File: config.mk
export PLATFORM = sky130hd
export DESIGN_NAME = ifetch_queue_flat
export DESIGN_NICKNAME = d
export VERILOG_FILES = /design/src/rtl/ifetch_queue_pkg.sv /design/src/rtl/ifetch_queue_if.sv /design/src/rtl/ifetch_queue_fifo.sv /design/src/rtl/ifetch_queue.sv /design/src/flat_wrapper.sv
export SDC_FILE = /design/constraint.sdc
export NUM_CORES = 1
export LEC_CHECK = 0
export ABC_AREA = 1
export ABC_CLOCK_PERIOD_IN_PS = 10800
export BUFFER_PORTS_ARGS = -buffer_cell sky130_fd_sc_hd__buf_2
export CAP_MARGIN = 20
export CORE_MARGIN = 4
export CORE_UTILIZATION = 45
export DETAILED_ROUTE_END_ITERATION = 10
export PLACE_DENSITY = 0.76
export SLEW_MARGIN = 20
export SYNTH_ARGS = -nofsm -noshare
export SYNTH_HDL_FRONTEND = slang
export SYNTH_SLANG_ARGS = --single-unit
File: constraint.sdc
create_clock -name clk -period 10.8 [get_ports clk]
set_input_delay 0.54 -clock clk [delete_from_list [all_inputs] [get_ports clk]]
set_output_delay 0.54 -clock clk [all_outputs]
set_load 0.01 [all_outputs]
File: src/rtl/ifetch_queue_pkg.sv
// Shared types and constants for the instruction fetch queue.
// Optional build macro: IFQ_BYPASS_EN (see rtl/ifetch_queue.sv).
package fetch_pkg;

    localparam logic [7:0] ECODE_ADEF = 8'h08;
    localparam int         ENTRY_W    = 73;

    // One pre-decode entry: pc 32 + inst 32 + ex 1 + ecode 8.
    typedef struct packed {
        logic [31:0] pc;
        logic [31:0] inst;
        logic        ex;
        logic [7:0]  ecode;
    } entry_t;

    typedef enum logic [0:0] {
        ST_RUN  = 1'b0,
        ST_HALT = 1'b1
    } fetch_state_t;

    // Width of a counter that must hold the values 0..n inclusive.
    function automatic int cnt_w(input int n);
        return $clog2(n) + 1;
    endfunction

    // Width of a pointer indexing n slots (at least one bit).
    function automatic int ptr_w(input int n);
        return (n > 1) ? $clog2(n) : 1;
    endfunction

endpackage

File: src/rtl/ifetch_queue_if.sv
// Instruction SRAM-like bus plus the pre-decode handshake of the fetch queue.
// master = fetch queue, slave = memory system and pre-decode stage.
interface ifetch_queue_if;
    logic        inst_sram_req;
    logic [31:0] inst_sram_addr;
    logic        inst_sram_addr_ok;
    logic        inst_sram_data_ok;
    logic [31:0] inst_sram_rdata;
    logic        out_valid;
    logic        out_ready;
    logic [31:0] out_pc;
    logic [31:0] out_inst;
    logic        out_ex;
    logic [7:0]  out_ecode;

    modport master (
        output inst_sram_req, inst_sram_addr, out_valid, out_pc, out_inst, out_ex, out_ecode,
        input  inst_sram_addr_ok, inst_sram_data_ok, inst_sram_rdata, out_ready
    );

    modport slave (
        input  inst_sram_req, inst_sram_addr, out_valid, out_pc, out_inst, out_ex, out_ecode,
        output inst_sram_addr_ok, inst_sram_data_ok, inst_sram_rdata, out_ready
    );
endinterface

File: src/rtl/ifetch_queue_fifo.sv
// Synchronous FIFO with flush; used for the tag FIFO and the instruction queue.
module sync_fifo
    import fetch_pkg::*;
#(
    parameter int WIDTH = 32,
    parameter int DEPTH = 4
) (
    input  logic                      clk,
    input  logic                      rstn,
    input  logic                      flush,
    input  logic                      push,
    input  logic [WIDTH-1:0]          din,
    input  logic                      pop,
    output logic [WIDTH-1:0]          dout,
    output logic [cnt_w(DEPTH)-1:0]   count,
    output logic                      full,
    output logic                      empty
);
    localparam int AW = ptr_w(DEPTH);
    localparam int CW = cnt_w(DEPTH);

    logic [WIDTH-1:0] mem [DEPTH];
    logic [AW-1:0]    rd_ptr;
    logic [AW-1:0]    wr_ptr;
    logic             do_push;
    logic             do_pop;

    assign empty   = (count == '0);
    assign full    = (count == CW'(DEPTH));
    assign do_pop  = pop & ~empty;
    assign do_push = push & (~full | do_pop);
    assign dout    = mem[rd_ptr];

    // Pointer and occupancy bookkeeping; flush empties the FIFO in one cycle.
    always_ff @(posedge clk or negedge rstn) begin
        if (!rstn) begin
            rd_ptr <= '0;
            wr_ptr <= '0;
            count  <= '0;
        end else if (flush) begin
            rd_ptr <= '0;
            wr_ptr <= '0;
            count  <= '0;
        end else begin
            if (do_push) wr_ptr <= (wr_ptr == AW'(DEPTH - 1)) ? '0 : wr_ptr + 1'b1;
            if (do_pop)  rd_ptr <= (rd_ptr == AW'(DEPTH - 1)) ? '0 : rd_ptr + 1'b1;
            count <= count + CW'(do_push) - CW'(do_pop);
        end
    end

    // Storage array; contents need no reset because count gates visibility.
    always_ff @(posedge clk) begin
        if (do_push && !flush) mem[wr_ptr] <= din;
    end

    // Slot reservation upstream must make a write into a full FIFO impossible.
    assert property (@(posedge clk) disable iff (!rstn) !(push && full && !pop && !flush));

endmodule

File: src/rtl/ifetch_queue.sv
// Multi-outstanding instruction fetch with an in-order queue to pre-decode.
// Redirects flush the queue and discard responses still owed on the old path.
// Build macro IFQ_BYPASS_EN: forward a response straight to out_* when the queue is empty.
module ifetch_queue
    import fetch_pkg::*;
#(
    parameter int          DEPTH    = 4,
    parameter int          MAX_OUT  = 2,
    parameter logic [31:0] RESET_PC = 32'h1c00_0000
) (
    input  logic           clk,
    input  logic           rstn,
    input  logic           redirect_valid,
    input  logic [31:0]    redirect_pc,
    output logic [31:0]    fetch_vaddr,
    input  logic [31:0]    xlat_paddr,
    input  logic           xlat_ex,
    input  logic [7:0]     xlat_ecode,
    ifetch_queue_if.master bus
);
    localparam int CW = cnt_w(MAX_OUT);
    localparam int QW = cnt_w(DEPTH);
    localparam int OW = QW + 1;

    fetch_state_t   state;
    fetch_state_t   state_next;
    logic [31:0]    pc;
    logic [CW-1:0]  inflight;
    logic [CW-1:0]  drop_cnt;
    logic [OW-1:0]  occ;
    logic           adef;
    logic           fault;
    logic           req;
    logic           fire;
    logic           ex_push;
    logic           data_ok;
    logic           resp_keep;
    logic           bypass;
    entry_t         resp_entry;
    entry_t         ex_entry;
    entry_t         q_din;
    logic [ENTRY_W-1:0] q_dout;
    entry_t         head;
    entry_t         out_entry;
    logic           q_push;
    logic           q_pop;
    logic [QW-1:0]  q_count;
    logic           q_full;
    logic           q_empty;
    logic [31:0]    tag_dout;
    logic [CW-1:0]  tag_count;
    logic           tag_full;
    logic           tag_empty;

    assign adef      = (pc[1:0] != 2'b00);
    assign fault     = adef | xlat_ex;
    assign occ       = OW'(q_count) + OW'(inflight - drop_cnt);
    assign fire      = req & bus.inst_sram_addr_ok;
    assign data_ok   = bus.inst_sram_data_ok;
    assign resp_keep = data_ok & (drop_cnt == '0) & ~redirect_valid;

`ifdef IFQ_BYPASS_EN
    assign bypass = q_empty & resp_keep & bus.out_ready;
`else
    assign bypass = 1'b0;
`endif

    assign resp_entry = '{pc: tag_dout, inst: bus.inst_sram_rdata, ex: 1'b0, ecode: 8'h00};
    assign ex_entry   = '{pc: pc, inst: 32'h0, ex: 1'b1, ecode: adef ? ECODE_ADEF : xlat_ecode};
    assign q_din      = ex_push ? ex_entry : resp_entry;
    assign q_push     = ex_push | (resp_keep & ~bypass);
    assign q_pop      = bus.out_ready & ~q_empty;

    // Fetch state register.
    always_ff @(posedge clk or negedge rstn) begin
        if (!rstn) state <= ST_RUN;
        else       state <= state_next;
    end

    // Request issue, exception insertion and state transitions; redirect overrides all.
    always_comb begin
        state_next = state;
        req        = 1'b0;
        ex_push    = 1'b0;
        case (state)
            ST_RUN: begin
                if (!redirect_valid) begin
                    if (!fault) begin
                        req = rstn && (inflight < CW'(MAX_OUT)) && (occ < OW'(DEPTH));
                    end else if ((inflight == '0) && !q_full) begin
                        ex_push    = 1'b1;
                        state_next = ST_HALT;
                    end
                end
            end
            default: ;
        endcase
        if (redirect_valid) state_next = ST_RUN;
    end

    // PC and outstanding/drop counters; a redirect turns every live request into a drop.
    always_ff @(posedge clk or negedge rstn) begin
        if (!rstn) begin
            pc       <= RESET_PC;
            inflight <= '0;
            drop_cnt <= '0;
        end else if (redirect_valid) begin
            pc       <= redirect_pc;
            inflight <= inflight - CW'(data_ok);
            drop_cnt <= inflight - CW'(data_ok);
        end else begin
            if (fire) pc <= pc + 32'd4;
            inflight <= inflight + CW'(fire) - CW'(data_ok);
            if (data_ok && (drop_cnt != '0)) drop_cnt <= drop_cnt - 1'b1;
        end
    end

    sync_fifo #(.WIDTH(32), .DEPTH(MAX_OUT)) u_tag_fifo (
        .clk   (clk),
        .rstn  (rstn),
        .flush (redirect_valid),
        .push  (fire),
        .din   (pc),
        .pop   (resp_keep),
        .dout  (tag_dout),
        .count (tag_count),
        .full  (tag_full),
        .empty (tag_empty)
    );

    sync_fifo #(.WIDTH(ENTRY_W), .DEPTH(DEPTH)) u_inst_queue (
        .clk   (clk),
        .rstn  (rstn),
        .flush (redirect_valid),
        .push  (q_push),
        .din   (q_din),
        .pop   (q_pop),
        .dout  (q_dout),
        .count (q_count),
        .full  (q_full),
        .empty (q_empty)
    );

    assign head          = q_dout;
    assign out_entry     = bypass ? resp_entry : head;
    assign bus.out_valid = ~q_empty | bypass;
    assign bus.out_pc    = out_entry.pc;
    assign bus.out_inst  = out_entry.inst;
    assign bus.out_ex    = out_entry.ex;
    assign bus.out_ecode = out_entry.ecode;

    assign fetch_vaddr        = pc;
    assign bus.inst_sram_req  = req;
    assign bus.inst_sram_addr = xlat_paddr;

    // Counter invariants and tag FIFO consistency.
    assert property (@(posedge clk) disable iff (!rstn) (drop_cnt <= inflight) && (inflight <= CW'(MAX_OUT)));
    assert property (@(posedge clk) disable iff (!rstn) tag_count == (inflight - drop_cnt));
    assert property (@(posedge clk) disable iff (!rstn) !(fire && tag_full));
    assert property (@(posedge clk) disable iff (!rstn) !(resp_keep && tag_empty));

endmodule

File: src/flat_wrapper.sv
// flat-port wrapper written by rule: the top's interface ports become plain ports
module ifetch_queue_flat import fetch_pkg::*;
#(
    parameter int          DEPTH    = 4,
    parameter int          MAX_OUT  = 2,
    parameter logic [31:0] RESET_PC = 32'h1c00_0000
)
  (clk, rstn, redirect_valid, redirect_pc, fetch_vaddr, xlat_paddr, xlat_ex, xlat_ecode, bus_inst_sram_req, bus_inst_sram_addr, bus_out_valid, bus_out_pc, bus_out_inst, bus_out_ex, bus_out_ecode, bus_inst_sram_addr_ok, bus_inst_sram_data_ok, bus_inst_sram_rdata, bus_out_ready);
  ifetch_queue_if bus_i ();
  input  logic clk;
  input  logic rstn;
  input  logic redirect_valid;
  input  logic [31:0] redirect_pc;
  output logic [31:0] fetch_vaddr;
  input  logic [31:0] xlat_paddr;
  input  logic xlat_ex;
  input  logic [7:0] xlat_ecode;
  output wire logic [$bits(bus_i.inst_sram_req)-1:0] bus_inst_sram_req;
  output wire logic [$bits(bus_i.inst_sram_addr)-1:0] bus_inst_sram_addr;
  output wire logic [$bits(bus_i.out_valid)-1:0] bus_out_valid;
  output wire logic [$bits(bus_i.out_pc)-1:0] bus_out_pc;
  output wire logic [$bits(bus_i.out_inst)-1:0] bus_out_inst;
  output wire logic [$bits(bus_i.out_ex)-1:0] bus_out_ex;
  output wire logic [$bits(bus_i.out_ecode)-1:0] bus_out_ecode;
  input wire logic [$bits(bus_i.inst_sram_addr_ok)-1:0] bus_inst_sram_addr_ok;
  input wire logic [$bits(bus_i.inst_sram_data_ok)-1:0] bus_inst_sram_data_ok;
  input wire logic [$bits(bus_i.inst_sram_rdata)-1:0] bus_inst_sram_rdata;
  input wire logic [$bits(bus_i.out_ready)-1:0] bus_out_ready;
  assign bus_inst_sram_req = bus_i.inst_sram_req;
  assign bus_inst_sram_addr = bus_i.inst_sram_addr;
  assign bus_out_valid = bus_i.out_valid;
  assign bus_out_pc = bus_i.out_pc;
  assign bus_out_inst = bus_i.out_inst;
  assign bus_out_ex = bus_i.out_ex;
  assign bus_out_ecode = bus_i.out_ecode;
  assign bus_i.inst_sram_addr_ok = bus_inst_sram_addr_ok;
  assign bus_i.inst_sram_data_ok = bus_inst_sram_data_ok;
  assign bus_i.inst_sram_rdata = bus_inst_sram_rdata;
  assign bus_i.out_ready = bus_out_ready;
  ifetch_queue #(.DEPTH(DEPTH), .MAX_OUT(MAX_OUT), .RESET_PC(RESET_PC)) u_core (.clk(clk), .rstn(rstn), .redirect_valid(redirect_valid), .redirect_pc(redirect_pc), .fetch_vaddr(fetch_vaddr), .xlat_paddr(xlat_paddr), .xlat_ex(xlat_ex), .xlat_ecode(xlat_ecode), .bus(bus_i));
endmodule
# == Yosys cells after proc, flatten, opt, wreduce, memory -nomap -nowiden ==
# Memory sizes are Yosys's and may differ from the RTL's.
# Index checks and enable logic that the tools add are counted.
# totals
mem_bits_ro,0
inputBits,111
mem_count,2
latchBits,0
reg_bits,48
mem_bits_rw,356
elab_cells,104
out_inout_bits,139
# memory_table
name,depth,width,rd,rd_ports_with_merged_regs,wr,line_no,text
u_core.u_inst_queue.mem,4,73,1,0,1,ifetch_queue_fifo.sv:22,logic [WIDTH-1:0] mem [DEPTH];
u_core.u_tag_fifo.mem,2,32,1,0,1,ifetch_queue_fifo.sv:22,
# classes
n_lt_le_gt_ge,2
div,0
shift,0
muxes,34
reduce_logical,20
n_addsub,15
eq_ne,4
n_bitwise,17
mul,0
# ops
cell,n
$mux 73,1
$mux 32,2
$add 32x3->32 const B,1
$mux 2,10
$mux 1,19
$reduce_bool 2->1,8
$and 1x1->1,8
$mux 8,1
$eq 2x2->1 const B,3
$logic_and 1x1->1,6
$logic_not 2->1,3
$sub 2x1->2,3
$not 1->1,5
$add 2x1->2,2
$add 2x1->2 const B,2
$add 3x4->4,1
$lt 4x3->1 const B,1
$or 1x1->1,4
$add 3x1->3,1
$eq 3x3->1 const B,1
$logic_not 3->1,1
$mux 3,1
$sub 2x2->3,1
$sub 3x1->3,1
4 further kinds,6

# == Depth between registers and ports, before layout ==
# logic_depth
ltp_word,12
depth_mapped,16
ltp_nobuf,16

# == Cells and area by module ==
# From an unflattened synthesis, not the netlist that was laid out.
# hier_totals
hier_cells,1622
hier_area_um2,17619.4
# by_module_without_submodules
module,instances,cells_each,area_each_um2
sync_fifo at u_core.u_inst_queue,1,767,11288.3
ifetch_queue,1,649,3728.6
sync_fifo at u_core.u_tag_fifo,1,206,2602.5

# == Least setup slack after synthesis ==
# Ideal clock, no wire load.
# synth_path
path_kind,input -> register
start,input redirect_valid
end,"memory u_core.u_inst_queue.mem[0][0] (netlist name), enable pin"
setup_time_ns,0.505
t_required_ns,10.295
arrival_ns,4.173
setup_slack_ns,6.122
stages,5
path_cell_list,nor2_1 -> nand4_2 -> nand2_1 -> o21ai_2 -> nor2_1
# synth_between
elab_chain_len,7
word_cells_on_any_way,10
cone_classes,mux (4); bitwise (4); reduce/logical (2)
# synth_lines
element,line_no,text
start: declaration,flat_wrapper.sv:12,input logic redirect_valid;
$mux 1 / $not 1->1 (equally long branches),"ifetch_queue.sv:87, ifetch_queue.sv:60",
$mux 1 / $and 1x1->1 (equally long branches),"ifetch_queue.sv:85, ifetch_queue.sv:60",
$or 1x1->1,ifetch_queue.sv:71,assign q_push = ex_push | (resp_keep & ~bypass);
$and 1x1->1,ifetch_queue_fifo.sv:31,assign do_push = push & (~full | do_pop);
$logic_and 1x1->1 *,ifetch_queue_fifo.sv:53,if (do_push && !flush) mem[wr_ptr] <= din;
$mux 1 *,ifetch_queue_fifo.sv:53,
$mux 1 (not written as such) *,ifetch_queue_fifo.sv:53,
end: declaration,ifetch_queue_fifo.sv:22,
# Every way passes the cells marked *; elsewhere a longest branch is shown, timed or not.

# == Worst setup path after layout ==
# layout_path
start,register u_core.u_inst_queue.rd_ptr[0]
end,output bus_out_pc[18]
# layout_between
elab_chain_len,1
# layout_lines
element,line_no,text
start: declaration,ifetch_queue_fifo.sv:23,logic [AW-1:0] rd_ptr;
start signal: assignment,ifetch_queue_fifo.sv:46,if (do_pop) rd_ptr <= (rd_ptr == AW'(DEPTH - 1)) ? '0 : rd_ptr + 1'b1;
$mem_v2 4x73,-,
end: declaration,flat_wrapper.sv:21,output wire logic [$bits(bus_i.out_pc)-1:0] bus_out_pc;
# No other way between the ends.

==> results.md <==
* Status: complete, no violations
* WP data arrival at 3450 ps
* Pre-Repair DR Iteration Count at 5
* Syn_area_per_cell at around 11 µm²
* Num CTS Buffers at 40
* Crit-path max cell delay at about 850 ps
* Critical path endpoint category: primary output
* Via/cell ratio at 5.36
* H-Tree Depth at 2
* Clock Sinks at 404
* Met1 Usage GRT at 0.276
* Startpoint types: register
* PortBufs at between 150 and 200
* First-pass GRT wire length at around 63 mm
* Worst-margin pin slew at between 1000 and 1500 ps
* CTS tree: yes
* Met2 Usage GRT at 0.299
* Post-Route WL at 40.5 mm
* Initial DRC count at 1156
* Layout area overhead at 13.7%
* EDFF count, synth at around 360
* Fin crit share at 0.370
* Setup_tns at 0 ps
* Fin util at 0.522
* Worst Hold Class: primary input to asynchronous set/reset pin
* Diode count at 0
* Final setup vio count at 0
* Hold buffers post-CTS at 0
* Die area at about 0.042 mm²
* Yosys reg bits at between 400 and 500
* Share of the synthesized area in the top cell type at 0.615
* Routed wire length per instance at between 15 and 20 µm
* Ys Warns at 0
* Row Count at a little over 70
* Starting Density at 0.459
* Max transition margin at 0.259
* Crit Path Class: register to primary output
* Die Width at around 200 µm
* Vias in the first global route at between 10000 and 15000
* Leak at around 7.5 nW
* Total power at between 4 and 5 mW
* Ratio of cells with drive above 1 in the final layout at 0.158
* I/O pins at 250
* Total global-route track usage at 0.188
* Post-route minimum period at roughly 4000 ps
* Fmax at about 0.25 GHz
* Crit path max fanout at 100
* Crit-path slowest cell: buf_4
* Main synth FF type: edfxtp_1
* Clock Pin Slew Worst Setup and Hold Paths at around 60 ps
* Met3 GRT Util at 0.0332
* Maxcap violations at 0
* Clock Skews at ~13 ps
* Post-Synthesis Net Count at approximately 1700
* Antenna viol nets, final at 0
* Top post-synthesis cells by area: edfxtp_1 62%, dfrtp_1 6.5%, o21ai_0 5.6%
* Grt peak-use layer: met2
* Required time worst endpoint at between 10000 and 15000 ps
* Register area share after synthesis at 0.685
* Max VDD drop at 98.7 µV
* Post-placement cell count at 2165
* Gpl congestion at between 1 and 1.5
* Final non-filler cell total at 2239
* Worst-path cell chain: inv_4 -> buf_4 -> o21ai_0 -> o22ai_1 -> buf_2
* Worst slack, placed at 6620 ps
* Commonest cells post-synth: 356 x edfxtp_1, 252 x nor2_1, 239 x nand2_1, 196 x o21ai_0, 131 x inv_1
* Post-CTS Setup Bufs at 0
* Post-synthesis instance area at between 0.015 and 0.02 mm²
* # fillers at about 3300
* Clock buffer depth at 3
* Antenna violations before repair at 0
* Later-pin clock latency in the skew report at between 500 and 600 ps
* Final Worst Setup Slack at between 6000 and 7000 ps
* # resized after CTS at 0
* Final Max Tran Viols at 0
* Gr ovfl total at 0
* Die Height at 204 µm
* Post-synthesis instance total at roughly 1600
* DRC Markers at 0
* CORE AREA at 0.0378 mm²
* Synth async-reset ratio at 0.119
* Placed wire-length estimate at roughly 25 mm
* Final Net Count at between 1500 and 2000
* Final Hold Vio Count at 0
* Clk root buf: clkbuf_16
* Post-synth cell types at 33
* Pwr Density at 216 mW/mm²
* Synth area leader: edfxtp_1
* Most frequent cell after synthesis: edfxtp_1
* Vias at about 12000
* Unrepaired setup endpoints after global routing: no
* Largest net degree at the start of global routing at slightly above 100
==> cells in the final DEF (no fill, tap or decap), types with 2 or more instances in the layout <==
master	n
a21oi_1	4
buf_2	185
buf_4	12
bufinv_16	2
clkbuf_1	13
clkbuf_16	41
clkinv_1	8
clkinv_2	4
clkinv_4	2
dfrtp_1	42
dfrtp_2	2
dfstp_2	3
edfxtp_1	356
fa_1	2
ha_1	14
inv_1	129
inv_2	3
inv_6	2
mux2i_1	2
nand2_1	239
nand3_1	85
nand4_1	4
nor2_1	247
nor2_2	2
nor2_4	6
o211ai_1	22
o21ai_0	196
o22ai_1	73
xnor2_1	3
xor2_1	13
==> cells by family after synthesis <==
kind of cell               count (synthesis)  share of synthesized area
AOI/OAI and AO/OA                        298                     0.0948
xor gates and xnor gates                  16                    0.00807
adders and majority gates                 16                     0.0124
buffers and inverters                    246                     0.0627
DFF                                      404                      0.685
muxes                                      2                    0.00115
and+or+nand+nor                          587                      0.136
==> power by group <==
| group | internal, mW | total, mW | switching, mW | leakage (nW) |
|---|---|---|---|---|
| clock network | 0.755 | 1.31 | 0.557 | 0.598 |
| registers | 1.90 | 1.99 | 0.0928 | 3.83 |
| logic | 0.297 | 0.965 | 0.668 | 3.09 |
| total | 2.95 | 4.27 | 1.32 | 7.52 |
==> metrics by stage <==
| step | hold WS, ps | area, µm² |
|---|---|---|
| detailed placement | 550 | 18500 |
| CTS | 119 | 19700 |
| global route | 164 | 19700 |
| floorplan | 244 | 17400 |
| finish | 99.9 | 19700 |
| global placement | 509 | 18500 |
==> layout make-up <==
| cell class | count | area (µm²) | share of cell area |
|---|---|---|---|
| Clock buffer | 55 | 1090 | 0.0551 |
| Clock inverter | 18 | 144 | 0.00729 |
| Inverter | 134 | 510 | 0.0258 |
| Multi-Input combinational cell | 919 | 4420 | 0.224 |
| Sequential cell | 404 | 11900 | 0.603 |
| Tap cell | 511 | 639 | 0.0324 |
| Timing Repair Buffer | 198 | 1040 | 0.0528 |
==> worst paths after layout <==
path	endpoint	from	cells past startpoint	slack [ps]
worst max-delay path	bus_out_pc[18]	u_core.u_inst_queue.rd_ptr[0]	5	6810
worst min-delay path	u_core.fetch_vaddr[3]	rstn	2	100
worst max register to register	u_core.u_tag_fifo.count[1]	u_core.drop_cnt[0]	15	7340
worst min register to register	u_core.state	u_core.state	2	560
max in group asynchronous	u_core.u_inst_queue.rd_ptr[0]	rstn	2	10210
min in group clk	u_core.fetch_vaddr[20]	redirect_pc[20]	3	230
==> layer usage <==
layer  share of wire  vias to the layer above  routed length [µm]
met1            0.43                     5768               17400
met4           0.016                        0                 639
met2            0.47                      510               19200
li1                -                     5659                   -
met3           0.081                       54                3280
met5               0                        -                   0
==> sequential cells by signal, summed over array words and instances (netlist names), 2 cells and up <==
name	count
u_core.drop_cnt	2
u_core.fetch_vaddr	32
u_core.inflight	2
u_core.u_inst_queue.count	3
u_core.u_inst_queue.mem	292
u_core.u_inst_queue.rd_ptr	2
u_core.u_inst_queue.wr_ptr	2
u_core.u_tag_fifo.count	2
u_core.u_tag_fifo.mem	64
==> critical path: cells and delay by family (launching register included) <==
family	cells	cell delay, ps
buffers and inverters	3	1540
flip-flops	1	670
AO/OA/AOI/OAI	2	630
No activity file was read; power rests on OpenSTA's default activity.
